<file path="src/rtl/sweep_pkg.sv">
// Shared constants and state encoding for the triangle sweep controller.
package sweep_pkg;

  localparam int unsigned DEF_WIDTH = 8;
  localparam int unsigned DEF_CYCW  = 8;

  // Legacy state codes, kept so existing decode/debug tooling still matches.
  localparam logic [1:0] ST_IDLE = 2'd0;
  localparam logic [1:0] ST_UP   = 2'd1;
  localparam logic [1:0] ST_DOWN = 2'd2;
  localparam logic [1:0] ST_DONE = 2'd3;

  typedef enum logic [1:0] {
    IDLE = ST_IDLE,
    UP   = ST_UP,
    DOWN = ST_DOWN,
    DONE = ST_DONE
  } state_t;

endpackage

</file>
<file path="src/rtl/sweep_ctrl_updown_core.sv">
// Loadable up/down counter: load wins over enable, enable low holds.
module updown_core
  import sweep_pkg::*;
#(
  parameter int unsigned WIDTH = DEF_WIDTH
) (
  input  logic             clk,
  input  logic             rst,
  input  logic             load,
  input  logic [WIDTH-1:0] data,
  input  logic             en,
  input  logic             u_d,
  output logic [WIDTH-1:0] count
);

  // Counter register with synchronous reset.
  always_ff @(posedge clk) begin
    if (rst) begin
      count <= '0;
    end else if (load) begin
      count <= data;
    end else if (en) begin
      if (u_d) begin
        count <= count + 1'b1;
      end else begin
        count <= count - 1'b1;
      end
    end
  end

endmodule

</file>
<file path="src/rtl/sweep_ctrl.sv">
// Triangle sweep sequencer: drives updown_core between latched lo/hi bounds
// for a programmed number of periods, with stop/abort and status reporting.
module sweep_ctrl
  import sweep_pkg::*;
#(
  parameter int unsigned WIDTH = DEF_WIDTH,
  parameter int unsigned CYCW  = DEF_CYCW
) (
  input  logic             clk,
  input  logic             rst,
  input  logic             start,
  input  logic             stop,
  input  logic [WIDTH-1:0] lo,
  input  logic [WIDTH-1:0] hi,
  input  logic [CYCW-1:0]  cycles,
  output logic [WIDTH-1:0] count,
  output logic             dir,
  output logic             busy,
  output logic             done,
  output logic             err,
  output logic [CYCW-1:0]  cyc_done
);

  state_t           state;
  logic [WIDTH-1:0] lo_q;
  logic [WIDTH-1:0] hi_q;
  logic [CYCW-1:0]  cyc_q;

  logic             start_ok;
  logic             at_top;
  logic             at_bot;
  logic [CYCW-1:0]  cyc_next;
  logic             last_period;
  logic             core_load;
  logic             core_en;
  logic             core_ud;

  // Turn-around detection and datapath control, all from current state.
  always_comb begin
    start_ok    = start && (lo < hi);
    at_top      = (count == hi_q - 1'b1);
    at_bot      = (count == lo_q + 1'b1);
    cyc_next    = cyc_done + 1'b1;
    last_period = (cyc_q != '0) && (cyc_next == cyc_q);
    core_load   = (state == IDLE) && start_ok;
    core_en     = ((state == UP) || (state == DOWN)) && !stop;
    core_ud     = (state == UP);
  end

  updown_core #(
    .WIDTH(WIDTH)
  ) u_core (
    .clk   (clk),
    .rst   (rst),
    .load  (core_load),
    .data  (lo),
    .en    (core_en),
    .u_d   (core_ud),
    .count (count)
  );

  // Sequencer state, config latches and registered status outputs.
  always_ff @(posedge clk) begin
    if (rst) begin
      state    <= IDLE;
      lo_q     <= '0;
      hi_q     <= '0;
      cyc_q    <= '0;
      dir      <= 1'b0;
      busy     <= 1'b0;
      done     <= 1'b0;
      err      <= 1'b0;
      cyc_done <= '0;
    end else begin
      done <= 1'b0;
      err  <= 1'b0;
      case (state)
        IDLE: begin
          if (start) begin
            if (start_ok) begin
              lo_q     <= lo;
              hi_q     <= hi;
              cyc_q    <= cycles;
              cyc_done <= '0;
              dir      <= 1'b1;
              busy     <= 1'b1;
              state    <= UP;
            end else begin
              err <= 1'b1;
            end
          end
        end
        UP: begin
          if (stop) begin
            busy  <= 1'b0;
            dir   <= 1'b0;
            state <= IDLE;
          end else if (at_top) begin
            dir   <= 1'b0;
            state <= DOWN;
          end
        end
        DOWN: begin
          if (stop) begin
            busy  <= 1'b0;
            dir   <= 1'b0;
            state <= IDLE;
          end else if (at_bot) begin
            cyc_done <= cyc_next;
            if (last_period) begin
              busy  <= 1'b0;
              done  <= 1'b1;
              state <= DONE;
            end else begin
              dir   <= 1'b1;
              state <= UP;
            end
          end
        end
        DONE: begin
          state <= IDLE;
        end
        default: begin
          state <= IDLE;
        end
      endcase
    end
  end

endmodule

</file>
<file path="config.mk">
export PLATFORM = sky130hd
export DESIGN_NAME = sweep_ctrl
export DESIGN_NICKNAME = d
export VERILOG_FILES = /design/src/rtl/sweep_pkg.sv /design/src/rtl/sweep_ctrl_updown_core.sv /design/src/rtl/sweep_ctrl.sv
export SDC_FILE = /design/constraint.sdc
export NUM_CORES = 1
export LEC_CHECK = 0
export CAP_MARGIN = 30
export CORE_ASPECT_RATIO = 0.7
export CORE_UTILIZATION = 58
export DETAILED_ROUTE_END_ITERATION = 8
export PLACE_DENSITY_LB_ADDON = 0.2
export SYNTH_ARGS = -nofsm -noshare
export SYNTH_HDL_FRONTEND = slang
export SYNTH_SLANG_ARGS = --single-unit
export TNS_END_PERCENT = 30
</file>
<file path="constraint.sdc">
create_clock -name clk -period 5.9 [get_ports clk]
set_input_delay 1.18 -clock clk [delete_from_list [all_inputs] [get_ports clk]]
set_output_delay 1.18 -clock clk [all_outputs]
set_load 0.02 [all_outputs]
</file>
==> results by group <==
Status
  • Status: finished, final reports clean

Synthesis
  • Synth Warn #: 0
  • Register bit total from synthesis: 46
  • Syn Nets: roughly 460
  • Fraction of the mapped netlist area in adder cells: 8.82%
  • Post-synthesis sequential area ratio: 28.7%
  • Mapped Area: 3210 um^2
  • Compound-Gate Fraction of Synth Area: 21.7%
  • Synthesized instance count: 409
  • Ys async rst share: 0%
  • Post-synthesis mux area share: 2.54%
  • Simple-Gate Fraction of Synth Area: 22.5%
  • Largest family of logic cells by synthesized area: simple AND/OR/NAND/NOR gates
  • Library cells used by synthesis: 59
  • Post-synth top flop: dfxtp_1
  • Syn_area_per_cell: between 7 and 8 um^2
  • Post-Synth XOR/XNOR Area: 10.1%
  • Post-synth EDFFs: 0

Timing
  • Max Fclk: approximately 0.29 GHz
  • Clock tree skew after final layout: 0.00804 ns
  • Slew HR: 35.6%
  • Fin. Hold Viols: 0
  • Min Tclk post-route: approximately 3.4 ns
  • Post-route setup TNS: 0 ns
  • Tightest Pin Transition: ~0.96 ns
  • Final Cycle Share: 58.5%
  • Worst Setup Slack, final: 2.45 ns
  • # setup viols final: 0
  • RSZ-0062 raised after global routing: no
  • Max-slew violations: 0

Clock tree
  • Total clock buffers created by CTS: 5
  • Clock Sink Count: 46
  • CTS clk-pin slew, worst paths: 0.10 ns
  • Htree depth: 2
  • Hold Buf Count CTS: 0
  • CTS tree: built
  • Worst-Skew Late Latency: slightly above 0.3 ns
  • CTS Root Cell: clkbuf_8
  • Post-CTS resize count: 0
  • Clock buffer depth: 2
  • Setup bufs post-CTS: 0

Floorplanning
  • Initial cell density of the core: about 60%
  • Die Ht: 64.2 um
  • Core area: between 5000 and 6000 um^2
  • Top Ports: 48
  • FP Rows: 22
  • Die W: about 90 um
  • Die Area: 5840 um^2

Worst setup path
  • Critical path, cell by cell: clkdlybuf4s50_1 > ha_1 > a211oi_1 > nor4_1 > o21ai_0 > buf_4 > or4b_1 > a211oi_1 > a31o_1
  • CP endpoint kind: flip-flop
  • Worst-path maximum fanout: 14
  • CP Data Required Time: 6.16 ns
  • Crit start category: input port
  • Cells on worst reg2reg path: 11
  • Crit path DAT: 3.71 ns
  • WP buf/inv: 2
  • Crit path top cell by count: a211oi_1
  • Worst R2R Start: state[1]
  • CP Class: in2reg
  • Worst reg2reg endpoint: u_core.count[7]
  • R2r setup slk: between 2 and 3 ns
  • CP max-delay cell: clkdlybuf4s50_1
  • Family with the most delay on the worst path: compound AO/OA/AOI/OAI gates
  • Worst path max stage delay: a little over 0.5 ns

Hold path
  • Min-Delay Path Class: reg2reg
  • Hold endpoint: hi_q[7]
  • Min-Delay Path Depth: 2
  • Hold_sp: hi_q[7]

Detailed routing
  • 1st-pass router iterations: 5
  • Drt total wl: 8140 um
  • ANT nets after route: 0
  • Via/cell ratio: slightly above 6
  • Drt wl/cell: 15.7 um
  • Routed vias: 3126
  • Iteration-0 DRC Markers: 258
  • # DRC: 0

Placement
  • DP Worst Slack: 2.17 ns
  • Placed instance area: 3680 um^2
  • Placed wire-length estimate: just over 6000 um
  • Final Wtd Congestion: around 0.90
  • Count of input and output buffers: 47

Final layout
  • Layout cell share with drive strength beyond 1: 4.27%
  • Antenna Cells: 0
  • Fillers: 445
  • Nets: 494
  • Multi-input gate area: 2110 um^2
  • FF/Latch Area: between 900 and 1000 um^2
  • Most frequent cells in the layout: nand2_1 (67), clkdlybuf4s50_1 (47), dfxtp_1 (46)
  • Layout area overhead: 18.3%
  • Final Instance Area: 3790 um^2
  • Most common cell after layout, fill and taps aside: nand2_1

Power
  • Pwr dens: 255 nW/um^2
  • Total power: around 970 uW
  • Peak supply drop: ~0.16 mV
  • LEAKAGE: about 0.0014 uW

Global routing
  • Largest net degree at the start of global routing: between 40 and 50
  • Initial antenna violation count: 0
  • Vias in the first global route: 2629
  • Global route overflow: 0
  • GRT Total Usage: around 29%
  • First-pass GRT wire length: 13200 um

Run
  • Max Cap Viol: 0
worst max path at each step:
stage	from	slack, ns	to	depth (start not counted)
final	lo[1]	2.45	cyc_done[2]	9
after global routing	hi[6]	2.18	u_core.count[1]	10
after CTS	lo[1]	2.50	cyc_done[2]	9
after detailed placement	lo[1]	2.17	cyc_done[2]	9
after global placement	lo[1]	2.19	cyc_done[2]	9
after floorplan	hi[6]	3.00	cyc_done[2]	8
power by group:
part	internal [uW]	switching (uW)
Combinational	162	187
Clock	126	117
Sequential	336	41.1
flip-flops by register name, summed over array words and instances, names as in the netlist:
register	flops
busy	1
cyc_done	8
cyc_q	8
dir	1
done	1
err	1
hi_q	8
lo_q	8
state	2
u_core.count	8
routing by layer:
layer,vias up,track usage [%],wire (um)
met4,0,9.33,102
met2,138,40.2,3400
met5,-,0,0
met1,1462,44.1,3970
li1,1516,-,-
met3,10,4.76,655
worst reg2reg max path: cells and delay by family (launching register included):
kind,cells,cell delay (ns)
compound gates,5,1.43
fa+ha+maj,2,0.55
flops,1,0.40
buf+inv,2,0.35
simple gates,1,0.25
xor+xnor,1,0.14
per-stage QoR:
| stage | hold WS, ns | utilization, % | std cells |
|---|---|---|---|
| floorplan | 0.448 | - | 409 |
| global placement | 0.456 | 69.6 | 509 |
| detailed placement | 0.460 | 69.6 | 509 |
| CTS | 0.472 | 71.8 | 517 |
| global route | 0.497 | 71.8 | 517 |
| finish | 0.470 | 71.8 | 517 |
synthesized netlist by cell type (3+ instances only):
library cell   n  area share, %
nand3_1       12            1.9
and2_1         3           0.59
nand2_1       67            7.8
o21bai_1       3           0.70
xnor2_1       24            6.6
o211ai_1       5            1.2
and3_1         3           0.59
o21ai_0       18            2.8
ha_1          21            8.2
clkbuf_1      14            1.6
nand2b_1       5           0.98
nor4_1         5           0.98
inv_1         19            2.2
nor2b_1        6            1.2
nor3_1         5           0.78
a211oi_1      13            3.0
a211o_1        3           0.82
xor2_1        13            3.6
a21oi_1       37            5.8
dfxtp_1       46             29
o21a_1         4           0.94
nor2_1        24            2.8
mux2i_1        7            2.2
logic make-up (layout without fill, tap and decap cells):
logic type | Yosys count | in the layout
flops | 46 | 46
simple gates | 148 | 148
compound gates | 107 | 107
xor+xnor | 37 | 37
mux | 8 | 8
fa+ha+maj | 22 | 22
buf+inv | 41 | 77
final cells by class:
| class | count | area share [%] |
|---|---|---|
| clock inverter | 3 | 1.19 |
| timing repair buffer | 50 | 13.0 |
| inverter | 19 | 1.88 |
| multi-input combinational | 322 | 55.5 |
| sequential | 46 | 24.3 |
| tap | 72 | 2.37 |
| clock buffer | 5 | 1.81 |
Note: power is estimated with default switching activity, not from simulation.
